--- src/rtl/washing_machine_pkg.sv ---
// Shared types, state encoding and phase-duration table for the washing machine controller.
package washing_machine_pkg;

  // Seconds counter width; the longest phase (1500 s) fits in 11 bits.
  localparam int unsigned SecW = 11;

  // One-hot controller state, exported directly on o_state.
  typedef enum logic [5:0] {
    StIdle  = 6'b000001,
    StReady = 6'b000010,
    StSoak  = 6'b000100,
    StWash  = 6'b001000,
    StRinse = 6'b010000,
    StSpin  = 6'b100000
  } wm_state_e;

  // Timed phases, used as the column index into the duration table.
  typedef enum logic [1:0] {
    PhSoak  = 2'd0,
    PhWash  = 2'd1,
    PhRinse = 2'd2,
    PhSpin  = 2'd3
  } wm_phase_e;

  // Phase durations in seconds, rows by load mode, columns soak/wash/rinse/spin.
  localparam logic [SecW-1:0] DurTable [4][4] = '{
    '{11'd300, 11'd600,  11'd300, 11'd300},
    '{11'd480, 11'd900,  11'd480, 11'd480},
    '{11'd600, 11'd1200, 11'd600, 11'd600},
    '{11'd720, 11'd1500, 11'd720, 11'd720}
  };

  // Duration in seconds of the given phase for the given load mode.
  function automatic logic [SecW-1:0] phase_duration(input logic [1:0] mode,
                                                     input wm_phase_e phase);
    return DurTable[mode][phase];
  endfunction

  // Index of the lowest set bit of a mode select; 0 when nothing is set.
  function automatic logic [1:0] lowest_mode(input logic [3:0] sel);
    logic [1:0] idx;
    idx = 2'd0;
    for (int i = 3; i >= 0; i--) begin
      if (sel[i]) idx = 2'(i);
    end
    return idx;
  endfunction

endpackage

--- src/rtl/wm_phase_timer.sv ---
// Shared phase timer: a prescaler dividing i_clk down to seconds and a
// seconds-remaining counter that can be loaded, held, or cleared.
module wm_phase_timer
  import washing_machine_pkg::*;
#(
  parameter int unsigned CLK_HZ = 250
) (
  input  logic            i_clk,
  input  logic            i_rst,
  input  logic            i_clear,
  input  logic            i_load,
  input  logic [SecW-1:0] i_load_val,
  input  logic            i_hold,
  output logic [SecW-1:0] o_sec_left,
  output logic            o_expire
);

  localparam int unsigned PrescW = $clog2(CLK_HZ);
  localparam logic [PrescW-1:0] PrescMax = PrescW'(CLK_HZ - 1);

  logic [PrescW-1:0] presc_q, presc_d;
  logic [SecW-1:0]   sec_q, sec_d;
  logic              tick;

  // A tick only fires on a running, non-empty counter; hold suppresses it.
  assign tick     = !i_hold && (presc_q == PrescMax) && (sec_q != '0);
  assign o_expire = tick && (sec_q == SecW'(1));
  assign o_sec_left = sec_q;

  // Next-state: clear beats load, load beats hold, hold beats counting.
  always_comb begin
    presc_d = presc_q;
    sec_d   = sec_q;
    if (i_clear) begin
      presc_d = '0;
      sec_d   = '0;
    end else if (i_load) begin
      presc_d = '0;
      sec_d   = i_load_val;
    end else if (!i_hold) begin
      if (presc_q == PrescMax) begin
        presc_d = '0;
        if (tick) sec_d = sec_q - SecW'(1);
      end else begin
        presc_d = presc_q + PrescW'(1);
      end
    end
  end

  // Timer registers with synchronous reset.
  always_ff @(posedge i_clk) begin
    if (i_rst) begin
      presc_q <= '0;
      sec_q   <= '0;
    end else begin
      presc_q <= presc_d;
      sec_q   <= sec_d;
    end
  end

endmodule

--- src/rtl/washing_machine_ctrl.sv ---
// Coin-operated washing machine sequencer: IDLE/READY gating, then
// SOAK -> WASH -> RINSE (xRINSE_CYCLES) -> SPIN timed by one shared timer.
module washing_machine_ctrl
  import washing_machine_pkg::*;
#(
  parameter int unsigned CLK_HZ       = 250,
  parameter int unsigned N_MODES      = 4,
  parameter int unsigned RINSE_CYCLES = 1
) (
  input  logic               i_clk,
  input  logic               i_rst,
  input  logic               i_coin,
  input  logic               i_lid,
  input  logic               i_start,
  input  logic               i_cancel,
  input  logic [N_MODES-1:0] i_mode,
  output logic [5:0]         o_state,
  output logic               o_waterinlet,
  output logic               o_motor,
  output logic               o_door_lock,
  output logic               o_paused,
  output logic               o_coinreturn,
  output logic               o_done,
  output logic [SecW-1:0]    o_sec_left,
  output logic [1:0]         o_rinse_idx
);

  localparam logic [1:0] RinseLast = 2'(RINSE_CYCLES - 1);

  wm_state_e       state_q, state_d;
  logic [1:0]      mode_q, mode_d;
  logic [1:0]      rinse_q, rinse_d;
  logic            coin_ret_q, coin_ret_d;
  logic            done_q, done_d;

  logic [3:0]      mode_ext;
  logic            wet_phase;
  logic            paused;
  logic            timer_load;
  logic            timer_clear;
  logic            timer_expire;
  wm_phase_e       load_phase;
  logic [SecW-1:0] load_val;
  logic [SecW-1:0] sec_left;

  assign mode_ext  = 4'(i_mode);
  assign wet_phase = (state_q == StSoak) || (state_q == StWash) || (state_q == StRinse);
  // Spin keeps the door latched, so an open lid only freezes the wet phases.
  assign paused    = wet_phase && i_lid;
  // mode_d carries the freshly latched mode on the READY->SOAK edge.
  assign load_val  = phase_duration(mode_d, load_phase);

  wm_phase_timer #(
    .CLK_HZ (CLK_HZ)
  ) u_timer (
    .i_clk      (i_clk),
    .i_rst      (i_rst),
    .i_clear    (timer_clear),
    .i_load     (timer_load),
    .i_load_val (load_val),
    .i_hold     (paused),
    .o_sec_left (sec_left),
    .o_expire   (timer_expire)
  );

  // Next-state, mode latch, rinse index and timer control; cancel wins over everything.
  always_comb begin
    state_d     = state_q;
    mode_d      = mode_q;
    rinse_d     = rinse_q;
    coin_ret_d  = 1'b0;
    done_d      = 1'b0;
    timer_load  = 1'b0;
    load_phase  = PhSoak;
    unique case (state_q)
      StIdle: begin
        if (i_coin && !i_lid && !i_cancel) state_d = StReady;
      end
      StReady: begin
        if (i_cancel) begin
          state_d    = StIdle;
          coin_ret_d = 1'b1;
        end else if (i_start && !i_lid && (mode_ext != 4'd0)) begin
          state_d    = StSoak;
          mode_d     = lowest_mode(mode_ext);
          timer_load = 1'b1;
          load_phase = PhSoak;
        end
      end
      StSoak: begin
        if (i_cancel) begin
          state_d = StIdle;
        end else if (timer_expire) begin
          state_d    = StWash;
          timer_load = 1'b1;
          load_phase = PhWash;
        end
      end
      StWash: begin
        if (i_cancel) begin
          state_d = StIdle;
        end else if (timer_expire) begin
          state_d    = StRinse;
          rinse_d    = 2'd0;
          timer_load = 1'b1;
          load_phase = PhRinse;
        end
      end
      StRinse: begin
        if (i_cancel) begin
          state_d = StIdle;
        end else if (timer_expire) begin
          timer_load = 1'b1;
          if (rinse_q == RinseLast) begin
            state_d    = StSpin;
            load_phase = PhSpin;
          end else begin
            // Re-enter RINSE for the next pass with a fresh duration.
            rinse_d    = rinse_q + 2'd1;
            load_phase = PhRinse;
          end
        end
      end
      StSpin: begin
        if (i_cancel) begin
          state_d = StIdle;
        end else if (timer_expire) begin
          state_d = StIdle;
          done_d  = 1'b1;
        end
      end
      default: state_d = StIdle;
    endcase
    if (state_d != StRinse) rinse_d = 2'd0;
    // Outside the timed phases the counter sits at zero.
    timer_clear = (state_d == StIdle) || (state_d == StReady);
  end

  // State, latched mode, rinse pass and one-cycle pulse registers.
  always_ff @(posedge i_clk) begin
    if (i_rst) begin
      state_q    <= StIdle;
      mode_q     <= 2'd0;
      rinse_q    <= 2'd0;
      coin_ret_q <= 1'b0;
      done_q     <= 1'b0;
    end else begin
      state_q    <= state_d;
      mode_q     <= mode_d;
      rinse_q    <= rinse_d;
      coin_ret_q <= coin_ret_d;
      done_q     <= done_d;
    end
  end

  // Outputs decoded from state; forced to reset values while i_rst is high.
  always_comb begin
    o_state      = state_q;
    o_waterinlet = wet_phase && !i_lid;
    o_motor      = ((state_q == StWash) || (state_q == StRinse)) && !i_lid
                   || (state_q == StSpin);
    o_door_lock  = (state_q == StSpin);
    o_paused     = paused;
    o_coinreturn = coin_ret_q;
    o_done       = done_q;
    o_sec_left   = sec_left;
    o_rinse_idx  = rinse_q;
    if (i_rst) begin
      o_state      = StIdle;
      o_waterinlet = 1'b0;
      o_motor      = 1'b0;
      o_door_lock  = 1'b0;
      o_paused     = 1'b0;
      o_coinreturn = 1'b0;
      o_done       = 1'b0;
      o_sec_left   = '0;
      o_rinse_idx  = 2'd0;
    end
  end

endmodule

--- config.mk ---
export PLATFORM = sky130hd
export DESIGN_NAME = washing_machine_ctrl
export DESIGN_NICKNAME = d
export VERILOG_FILES = /design/src/rtl/washing_machine_pkg.sv /design/src/rtl/wm_phase_timer.sv /design/src/rtl/washing_machine_ctrl.sv
export SDC_FILE = /design/constraint.sdc
export NUM_CORES = 1
export LEC_CHECK = 0
export ABC_AREA = 0
export CAP_MARGIN = 10
export CORE_ASPECT_RATIO = 0.8
export CORE_MARGIN = 1.5
export CORE_UTILIZATION = 49
export DETAILED_ROUTE_END_ITERATION = 12
export PLACE_DENSITY = 0.77
export SETUP_SLACK_MARGIN = 0.05
export SYNTH_ARGS = -nofsm -noshare
export SYNTH_HDL_FRONTEND = slang
export SYNTH_SLANG_ARGS = --single-unit
--- constraint.sdc ---
create_clock -name i_clk -period 3 [get_ports i_clk]
set_clock_uncertainty 0.15 [all_clocks]
set_input_delay 0.9 -clock i_clk [delete_from_list [all_inputs] [get_ports i_clk]]
set_output_delay 0.9 -clock i_clk [all_outputs]
set_load 0.03 [all_outputs]
# Word-level counts from Yosys, hierarchy flattened
# Cells that the tools add are included.
word_totals:
  word_cells: 125
  register_bits: 31
classes:
  n_bitwise: 4
  order_cmp: 2
  n_addsub: 3
  eq_ne: 17
  reduce_logical: 32
  muxes: 60
ops:
  columns: ["op", "count"]
  rows:
  - ["binary-select mux 44 bit (select 2 bit)", 1]
  - ["two-way mux 44 bit", 2]
  - ["two-way mux 6 bit", 13]
  - ["two-way mux 11 bit", 7]
  - ["one-hot mux 6 bit (6 select lines)", 1]
  - ["two-way mux 2 bit", 17]
  - ["binary-select mux 11 bit (select 2 bit)", 1]
  - ["two-way mux 1 bit", 14]
  - ["== test 6 x 1 -> 1 bit, second input constant", 2]
  - ["== test 6 x 2 -> 1 bit, second input constant", 2]
  - ["inequality test 2 bit, second input constant", 6]
  - ["== test 11 x 1 -> 1 bit, second input constant", 1]
  - ["nonzero test 11 bit", 1]
  - ["subtractor 11 x 1 -> 11 bit, second input constant", 1]
  - ["logical AND 1 bit", 10]
  - ["adder 8 x 1 -> 8 bit, second input constant", 1]
  - ["== test 8 bit, second input constant", 1]
  - ["two-way mux 8 bit", 1]
  - ["OR reduction 2 bit", 4]
  - ["== test 6 x 3 -> 1 bit, second input constant", 1]
  - ["== test 6 x 4 -> 1 bit, second input constant", 1]
  - ["== test 6 x 5 -> 1 bit, second input constant", 1]
  - ["== test 6 bit, second input constant", 1]
  - [">= comparator 3 bit, second input constant", 2]
  - ["15 further kinds", 26]

# Depth between registers and ports, before layout
# Gate-level depths: netlist of run 1.
depth:
  word_depth: 16
  depth_mapped: 10
  ltp_nobuf: 10

# By module
# A second synthesis of run 1 with hierarchy kept.
unflattened:
  hier_cells: 285
  hier_area_um2: 2263.4
by_module_without_submodules:
  columns: ["module", "seq_area_each_um2", "area_per_inst_um2", "cells_per_inst", "n_inst"]
  rows:
  - ["washing_machine_ctrl", 240.2, 1199.9, 157, 1]
  - ["wm_phase_timer", 380.4, 1063.5, 128, 1]

# Least setup slack after synthesis of run 1
# OpenSTA, ideal clock, no wires.
synth_path:
  path_type: "in2reg"
  from: "in i_cancel"
  to: "reg u_timer.sec_q[3] (netlist: u_timer.o_sec_left[3])"
  path_slack_ns: -0.214
  arrival_ns: 2.979
  path_buffers: 1
  t_required_ns: 2.764
  setup_time_ns: 0.086
  stages: 8
  cell_sequence: "or3b_2 or4_1 buf_6 mux2i_1 ha_1 a21oi_1 o31ai_1 a211oi_1"
synth_via:
  elab_chain_cells: 10
  word_cells_on_any_way: 35
synth_rtl:
  columns: ["item", "line", "source"]
  rows:
  - ["from (decl)", "washing_machine_ctrl.sv:15", "input logic i_cancel,"]
  - ["two-way mux 2 bit", "washing_machine_ctrl.sv:80", "if (i_cancel) begin"]
  - ["two-way mux 2 bit", "washing_machine_ctrl.sv:75", "unique case (state_q)"]
  - ["NOT 2 -> 3 bit (not written as such)", "washing_machine_pkg.sv:36", "return DurTable[mode][phase];"]
  - ["binary-select mux 44 bit (select 2 bit)", "washing_machine_pkg.sv:36", null]
  - ["two-way mux 44 bit (not written as such) (2 in a row)", "washing_machine_pkg.sv:36", null]
  - ["binary-select mux 11 bit (select 2 bit)", "washing_machine_pkg.sv:36", null]
  - ["two-way mux 11 bit (not written as such) (2 in a row)", "washing_machine_pkg.sv:36", null]
  - ["two-way mux 11 bit", "wm_phase_timer.sv:37", "end else if (i_load) begin"]
  - ["to (signal assigned)", "wm_phase_timer.sv:54", "sec_q <= '0;"]
  - ["to (signal assigned)", "wm_phase_timer.sv:57", "sec_q <= sec_d;"]
  - ["to (decl)", "wm_phase_timer.sv:22", "logic [SecW-1:0] sec_q, sec_d;"]
# Several ways; a longest one is shown, not always the timed one. The select of a mux whose other input is x is not followed.
# A chain may end at the register's enable or synchronous reset.

# Worst setup path after layout of run 1
layout_path:
  from: "in i_cancel"
  to: "reg u_timer.sec_q[9] (netlist: u_timer.o_sec_left[9])"
layout_via:
  elab_chain_cells: 10
  word_cells_on_any_way: 35
layout_rtl:
  columns: ["item", "line", "source"]
  rows:
  - ["two-way mux 2 bit", "washing_machine_ctrl.sv:80", null]
  - ["two-way mux 2 bit", "washing_machine_ctrl.sv:75", null]
  - ["named net mode_d[1]", "washing_machine_ctrl.sv:31", "logic [1:0] mode_q, mode_d;"]
  - ["NOT 2 -> 3 bit (not written as such)", "washing_machine_pkg.sv:36", null]
  - ["binary-select mux 44 bit (select 2 bit)", "washing_machine_pkg.sv:36", null]
  - ["two-way mux 44 bit (not written as such) (2 in a row)", "washing_machine_pkg.sv:36", null]
  - ["binary-select mux 11 bit (select 2 bit)", "washing_machine_pkg.sv:36", null]
  - ["two-way mux 11 bit (not written as such) (2 in a row)", "washing_machine_pkg.sv:36", null]
  - ["two-way mux 11 bit", "wm_phase_timer.sv:37", null]
# The timed path passes the listed nets, and every way through them passes these cells. The select of a mux whose other input is x is not followed.

==> results of run 1 <==
==> routing by layer <==
metal | share of wire (%) | wire length [um] | GRT usage, %
met1 | 46 | 2800 | 34.3
met2 | 46 | 2790 | 39.9
met3 | 7.0 | 428 | 5.40
met4 | 1.2 | 70 | 9.55
met5 | 0 | 0 | 0
==> registers in the layout, indices dropped and copies added, names as in the netlist <==
signal              count
rinse_q                 2
u_timer.presc_q         8
u_timer.o_sec_left     11
mode_q                  2
done_q                  1
coin_ret_q              1
state_q                 6
==> Yosys cell counts (7+ instances only) <==
master	n
nor2_1	36
a21oi_1	17
nand2_1	21
o21ai_0	9
clkbuf_1	7
dfxtp_1	31
inv_1	12
nor3_1	16
ha_1	10
xnor2_1	7
nand4_1	9
nor2b_1	17
==> critical path: stages <==
cell	delay [ps]
clkbuf_2	90
or3b_4	380
or4_4	600
mux2i_4	260
inv_2	120
ha_4	220
mux2_4	250
nand2_1	70
a21oi_1	60
==> stage by stage <==
step,setup slack [ps],hold WS (ps),power [mW],instances,utilization [%]
after floorplan,-28.6,282,0.450,282,-
after global placement,-441,291,0.481,390,64.7
after detailed placement,-493,307,0.481,390,64.7
after CTS,61.6,319,0.804,399,68.0
after global routing,18.8,352,0.839,402,70.2
final,87.6,331,0.800,402,70.2
==> layout make-up <==
class | instances | area (um2)
fill | 350 | 1270
timing repair buffer | 71 | 581
sequential | 31 | 621
clock buffer | 7 | 76.3
tap | 57 | 71.3
clock inverter | 1 | 5.00
multi-input combinational | 222 | 1580
inverter | 13 | 51.3
==> power by group through the flow <==
| stage | logic [mW] | registers [mW] | clock network, mW |
|---|---|---|---|
| final | 0.0641 | 0.416 | 0.320 |
| after global routing | 0.0692 | 0.416 | 0.353 |
| after CTS | 0.0593 | 0.416 | 0.329 |
| after detailed placement | 0.0564 | 0.425 | 0 |
| after global placement | 0.0556 | 0.425 | 0 |
| after floorplan | 0.0275 | 0.423 | 0 |
==> kinds of logic (layout without fill, tap and decap cells) <==
kind of cell             after synthesis  in the layout  share of synthesized area, %
AND/OR/NAND/NOR                      142            142                          36.1
AO/OA/AOI/OAI                         52             52                          15.8
flip-flops                            31             31                          28.2
buffers and inverters                 29             92                          6.09
XOR/XNOR                              13             13                          5.18
adder cells (fa/ha/maj)               10             10                          5.69
multiplexers                           5              5                          2.90
==> what timing repair did <==
item,CTS,global route
endpoints found under the setup margin,33,16
pin swaps,7,6
buffers inserted,1,2
gates cloned,0,1
gates resized for setup,26,11
==> worst paths after layout <==
check             start                     to
max            i_cancel  u_timer.o_sec_left[9]
min          rinse_q[0]             rinse_q[0]
max reg2reg  state_q[2]  u_timer.o_sec_left[9]
min reg2reg  rinse_q[0]             rinse_q[0]
==> impl_results.rst, run 1 <==
.. list-table::
   :header-rows: 1

   * - Metric
     - Value
   * - Run status
     - completed
   * - Syn-to-layout area delta
     - 35.9%
   * - Capturing element type of the critical path
     - flop
   * - Relative contribution of combinational cells to total power
     - 8.0%
   * - Final GP Congestion
     - 0.909
   * - Antenna diodes
     - 0
   * - RSZ-0062 raised after global routing
     - yes
   * - Height of the chip
     - 62.9 um
   * - Cell-internal power
     - 0.607 mW
   * - Number of violations of the max-capacitance limit
     - 0
   * - # DRC
     - 0
   * - Starting utilization of the core area
     - 51.6%
   * - Post-placement cell area
     - 0.00275 mm2
   * - Worst-case reg-to-reg path depth
     - 8
   * - Clock root buffer
     - clkbuf_8
   * - PortBufs
     - 34
   * - Die width
     - 77.9 um
   * - Pin count of the biggest net entering global routing
     - 33
   * - Primary FF master, synth
     - dfxtp_1
   * - Critical Path RT
     - 3030 ps
   * - Die Footprint
     - 0.00490 mm2
   * - I/O pin cnt
     - 35
   * - Global-route wire length before repair
     - 9780 um
   * - Max FO, Critical Path
     - 4
   * - Sinks on the clock net
     - 31
   * - Flop-to-flop setup slack
     - 150 ps
   * - Initial antenna violation count
     - 0
   * - Type of the most critical hold path
     - flop to flop
   * - Switching power total
     - 0.193 mW
   * - Via/cell ratio
     - 5.79
   * - CTS tree
     - done
   * - Synth Warn #
     - 0
   * - Clock buffer count from CTS
     - 5
   * - Setup crit start kind
     - input pin
   * - Transition time of the tightest slew-check pin
     - 507 ps
   * - Antenna Violating Nets Remaining
     - 0
   * - Number of distinct library cells after synthesis
     - 56
   * - Number of global-route vias before repair
     - 2121
   * - Sequential share of power
     - 52.0%
   * - Final wirelength
     - 6080 um
   * - Count of final setup violators
     - 0
   * - Most frequent cells in the layout
     - 57 x buf_4, 36 x nor2_1, 31 x dfxtp_1, 21 x nand2_1, 17 x nor2b_1
   * - Leading cell type in the layout, fill and taps excluded
     - buf_4
   * - Gr usage total
     - 25.5%
   * - Initial DRC count
     - 234
   * - Synth area leader
     - dfxtp_1
   * - Number of enable-type register cells in the synthesized netlist
     - 0
   * - Number of nets produced by synthesis
     - 302
   * - Worst path arrival time
     - 2940 ps
   * - Post-CTS Hold Fix Bufs
     - 0
   * - Total power density per cell area
     - 268 mW/mm2
   * - Part of the cycle the worst path needs
     - 97.1%
   * - Maximum buffer depth of the clock tree
     - 2
   * - First drt pass iteration count
     - 5
   * - Total negative setup slack
     - 0 ps
   * - Hold Crit Depth
     - 2
   * - Largest vdd supply drop
     - 0.236 mV
   * - Average cell area after synthesis
     - 7.80 um2
   * - Final #Nets
     - 364
   * - Part of the total power dissipated in the clock network
     - 40.0%
   * - Placeable core area
     - 0.00426 mm2
   * - Share of the synthesized area in the top cell type
     - 28.2%
   * - Post-layout min period
     - 2910 ps
   * - Net switching share of the total power
     - 24.1%
   * - Ranking of synthesized cells by area
     - dfxtp_1 28%, nor2_1 6.1%, ha_1 5.7%
   * - H-tree depth reported by CTS
     - 2
   * - Number of failing hold endpoints at the final stage
     - 0
   * - Mapped Cells
     - 282
   * - Relative slew margins
     - 65.9%
   * - Overall via count from detail_route
     - 2328
   * - Final global-route overflow total
     - 0
   * - Fraction of the yosys area taken by sequential cells
     - 28.2%
   * - Static leakage power
     - 1.18 nW
   * - Fmax
     - 343 MHz
   * - Async set-reset flop share out of synthesis
     - 0%
   * - Clock-pin slew reported for the worst setup and hold paths after clock tree synthesis
     - 60 ps
   * - Final HPWL DP
     - 4300 um
   * - Clock insertion delay at the later pin of the skew report
     - 290 ps
   * - Area of the mapped netlist
     - 0.00220 mm2
   * - Final Slew Violations
     - 0
   * - Number of placement rows
     - 21
   * - CP Class
     - input pin to flop
   * - Proportion of layout cells with a drive suffix above 1
     - 29.0%
   * - FF+latch count, synth
     - 31
   * - Post-route cell area
     - 0.00299 mm2
   * - Wire length per cell after detailed routing
     - 15.1 um
Power figures use the tool's default switching activity.
==> run 2, diff against run 1 <==
--- a/config.mk
+++ b/config.mk
@@ -8,7 +8,6 @@
 export ABC_AREA = 0
 export CAP_MARGIN = 10
 export CORE_ASPECT_RATIO = 0.8
-export CORE_MARGIN = 1.5
 export CORE_UTILIZATION = 49
 export DETAILED_ROUTE_END_ITERATION = 12
 export PLACE_DENSITY = 0.77
==> run 2 against run 1 <==
Against the previous run: die area down 2.9%; worst setup slack worse by 44 ps; register-to-register slack worse by 40 ps; final area up 1.6%; hold slack worse by 17 ps; highest routed layer unchanged.
==> impl_results.rst, run 2 (synthesized netlist as in run 1, its figures left out) <==
.. list-table::
   :header-rows: 1

   * - Metric
     - Value
   * - Run status
     - completed
   * - Transition time of the tightest slew-check pin
     - 507 ps (+0.672 ps)
   * - Post-CTS Hold Fix Bufs
     - 0 (unchanged)
   * - Pin count of the biggest net entering global routing
     - 17 (-48%)
   * - Initial antenna violation count
     - 0 (unchanged)
   * - Final Slew Violations
     - 0 (unchanged)
   * - Post-route core utilization
     - 71.7% (+1.6 points)
   * - CP Class
     - input pin to flop
   * - Worst path arrival time
     - 2990 ps (+50 ps)
   * - Cell-internal power
     - 0.715 mW (+18%)
   * - Relative slew margins
     - 65.9% (about the same)
   * - Number of violations of the max-capacitance limit
     - 0 (unchanged)
   * - Max FO, Critical Path
     - 4 (unchanged)
   * - Placement Setup Slack
     - -519 ps (-25.4 ps)
   * - Relative contribution of combinational cells to total power
     - 7.3% (-0.7 points)
   * - Sinks on the clock net
     - 31 (unchanged)
   * - Switching power total
     - 0.202 mW (+4.6%)
   * - RSZ-0062 raised after global routing
     - yes
   * - Clock buffer count from CTS
     - 5 (unchanged)
   * - Placeable core area
     - 0.00423 mm2 (-0.62%)
   * - Maximum buffer depth of the clock tree
     - 2 (unchanged)
   * - Height of the chip
     - 61.9 um (-1.6%)
   * - Final GP Congestion
     - 0.881 (-3.1%)
   * - Fillers
     - 328 (-6.3%)
   * - Final HPWL DP
     - 4270 um (-0.60%)
   * - Net switching share of the total power
     - 22.0% (-2.1 points)
   * - Number of placement rows
     - 21 (unchanged)
   * - Critical Path RT
     - 3040 ps (about the same)
   * - Total power density per cell area
     - 302 mW/mm2 (+13%)
   * - Gr usage total
     - 28.6% (+3.1 points)
   * - Number of failing hold endpoints at the final stage
     - 0 (unchanged)
   * - Static leakage power
     - 1.22 nW (+3.1%)
   * - Final #Nets
     - 364 (unchanged)
   * - Post-layout min period
     - 2960 ps (+44.0 ps)
   * - Final global-route overflow total
     - 0 (unchanged)
   * - Capturing element type of the critical path
     - flop
   * - Leading cell type in the layout, fill and taps excluded
     - buf_4
   * - Final wirelength
     - 6380 um (+4.8%)
   * - Initial DRC count
     - 322 (+38%)
   * - Global-route wire length before repair
     - 10300 um (+5.4%)
   * - Most frequent cells in the layout
     - 55 x buf_4, 36 x nor2_1, 31 x dfxtp_1, 20 x nand2_1, 17 x nor2b_1
   * - Fmax
     - 338 MHz (-1.5%)
   * - Sequential share of power
     - 45.3% (-6.7 points)
   * - Count of final setup violators
     - 0 (unchanged)
   * - PortBufs
     - 34 (unchanged)
   * - I/O pin cnt
     - 35 (unchanged)
   * - Number of global-route vias before repair
     - 2122 (+0.047%)
   * - Worst setup slack after layout
     - 43.6 ps (-44.0 ps)
   * - Total negative setup slack
     - 0 ps (unchanged)
   * - Overall via count from detail_route
     - 2308 (-0.86%)
   * - H-tree depth reported by CTS
     - 2 (unchanged)
   * - Clock-pin slew reported for the worst setup and hold paths after clock tree synthesis
     - 70 ps (about the same)
   * - Die width
     - 76.9 um (-1.3%)
   * - Clock root buffer
     - clkbuf_8
   * - Clock insertion delay at the later pin of the skew report
     - 290 ps (about the same)
   * - Type of the most critical hold path
     - flop to flop
   * - Setup crit start kind
     - input pin
   * - Starting utilization of the core area
     - 52.0% (+0.32 points)
   * - Largest vdd supply drop
     - 0.213 mV (-10%)
   * - Proportion of layout cells with a drive suffix above 1
     - 31.0% (+2.0 points)
   * - Antenna diodes
     - 0 (unchanged)
   * - CTS tree
     - done
   * - First drt pass iteration count
     - 5 (unchanged)
   * - Die Footprint
     - 0.00476 mm2 (-2.9%)
   * - Wire length per cell after detailed routing
     - 15.9 um (+4.8%)
   * - Syn-to-layout area delta
     - 38.0%
   * - Number of flip-flops in the largest register
     - 11 (unchanged)
   * - Part of the cycle the worst path needs
     - 98.5% (+1.5 points)
   * - Via/cell ratio
     - 5.74 (-0.86%)
   * - Part of the total power dissipated in the clock network
     - 47.3% (+7.3 points)
   * - # DRC
     - 0 (unchanged)
   * - Antenna Violating Nets Remaining
     - 0 (unchanged)
-- run 2: changes by cell type in the layout (fill, tap and decap cells not counted), moves of 2 or more --
cell / delta
a21oi_1: -2
a21oi_2: +3
buf_4: -2
buf_6: +2
clkbuf_1: -2
-- run 2: layer usage --
metal,GRT usage [%],vias to the layer above,routed length (um)
li1,-,1133,-
met5,0,-,0
met4,11.5,0,69
met3,5.26,12,405
met2,47.8,87,2950
met1,37.5,1076,2950
-- run 2: final cells by class --
cell class / instances / area [um2] / share of cell area [%]
Clock buffer: 6 / 82.6 / 2.72
Clock inverter: 2 / 35.0 / 1.15
Inverter: 13 / 51.3 / 1.69
Multi-Input combinational cell: 222 / 1570 / 51.6
Sequential cell: 31 / 621 / 20.5
Tap cell: 57 / 71.3 / 2.35
Timing Repair Buffer: 71 / 607 / 20.0
-- run 2: worst paths after layout --
path,from,endpoint,slack [ps],cells past startpoint
min reg2reg,rinse_q[1],rinse_q[1],310,2
min,rinse_q[1],rinse_q[1],310,2
max,i_cancel,u_timer.o_sec_left[9],40,9
max reg2reg,state_q[2],u_timer.o_sec_left[9],110,8
-- run 2: power by group through the flow --
stage	sequential [mW]	clock, mW	combinational [mW]
floorplan	0.423	0	0.0275
global placement	0.425	0	0.0556
detailed placement	0.425	0	0.0560
CTS	0.416	0.437	0.0646
global route	0.416	0.456	0.0723
finish	0.416	0.434	0.0672
-- run 2: metrics by stage --
step | hold WS (ps) | cell area, um2 | power [mW] | cells
detailed placement | 304 | 2750 | 0.481 | 389
floorplan | 282 | 2240 | 0.450 | 282
CTS | 313 | 2990 | 0.917 | 401
finish | 314 | 3030 | 0.917 | 402
global placement | 294 | 2750 | 0.480 | 389
global route | 349 | 3030 | 0.945 | 402
-- run 2: critical path, cell delays in order --
cell and delay [ps]:
buf_6 90, or3b_4 350, or4_4 600, mux2i_4 280, inv_2 130, ha_4 250
mux2_4 270, nand2_4 70, a21oi_2 50
-- run 2: what timing repair did --
action | in CTS | in global routing
pin swaps | 6 | 7
endpoints found under the setup margin | 33 | 5
gates cloned | 1 | 0
resized for setup | 29 | 12
setup buffers | 3 | 2
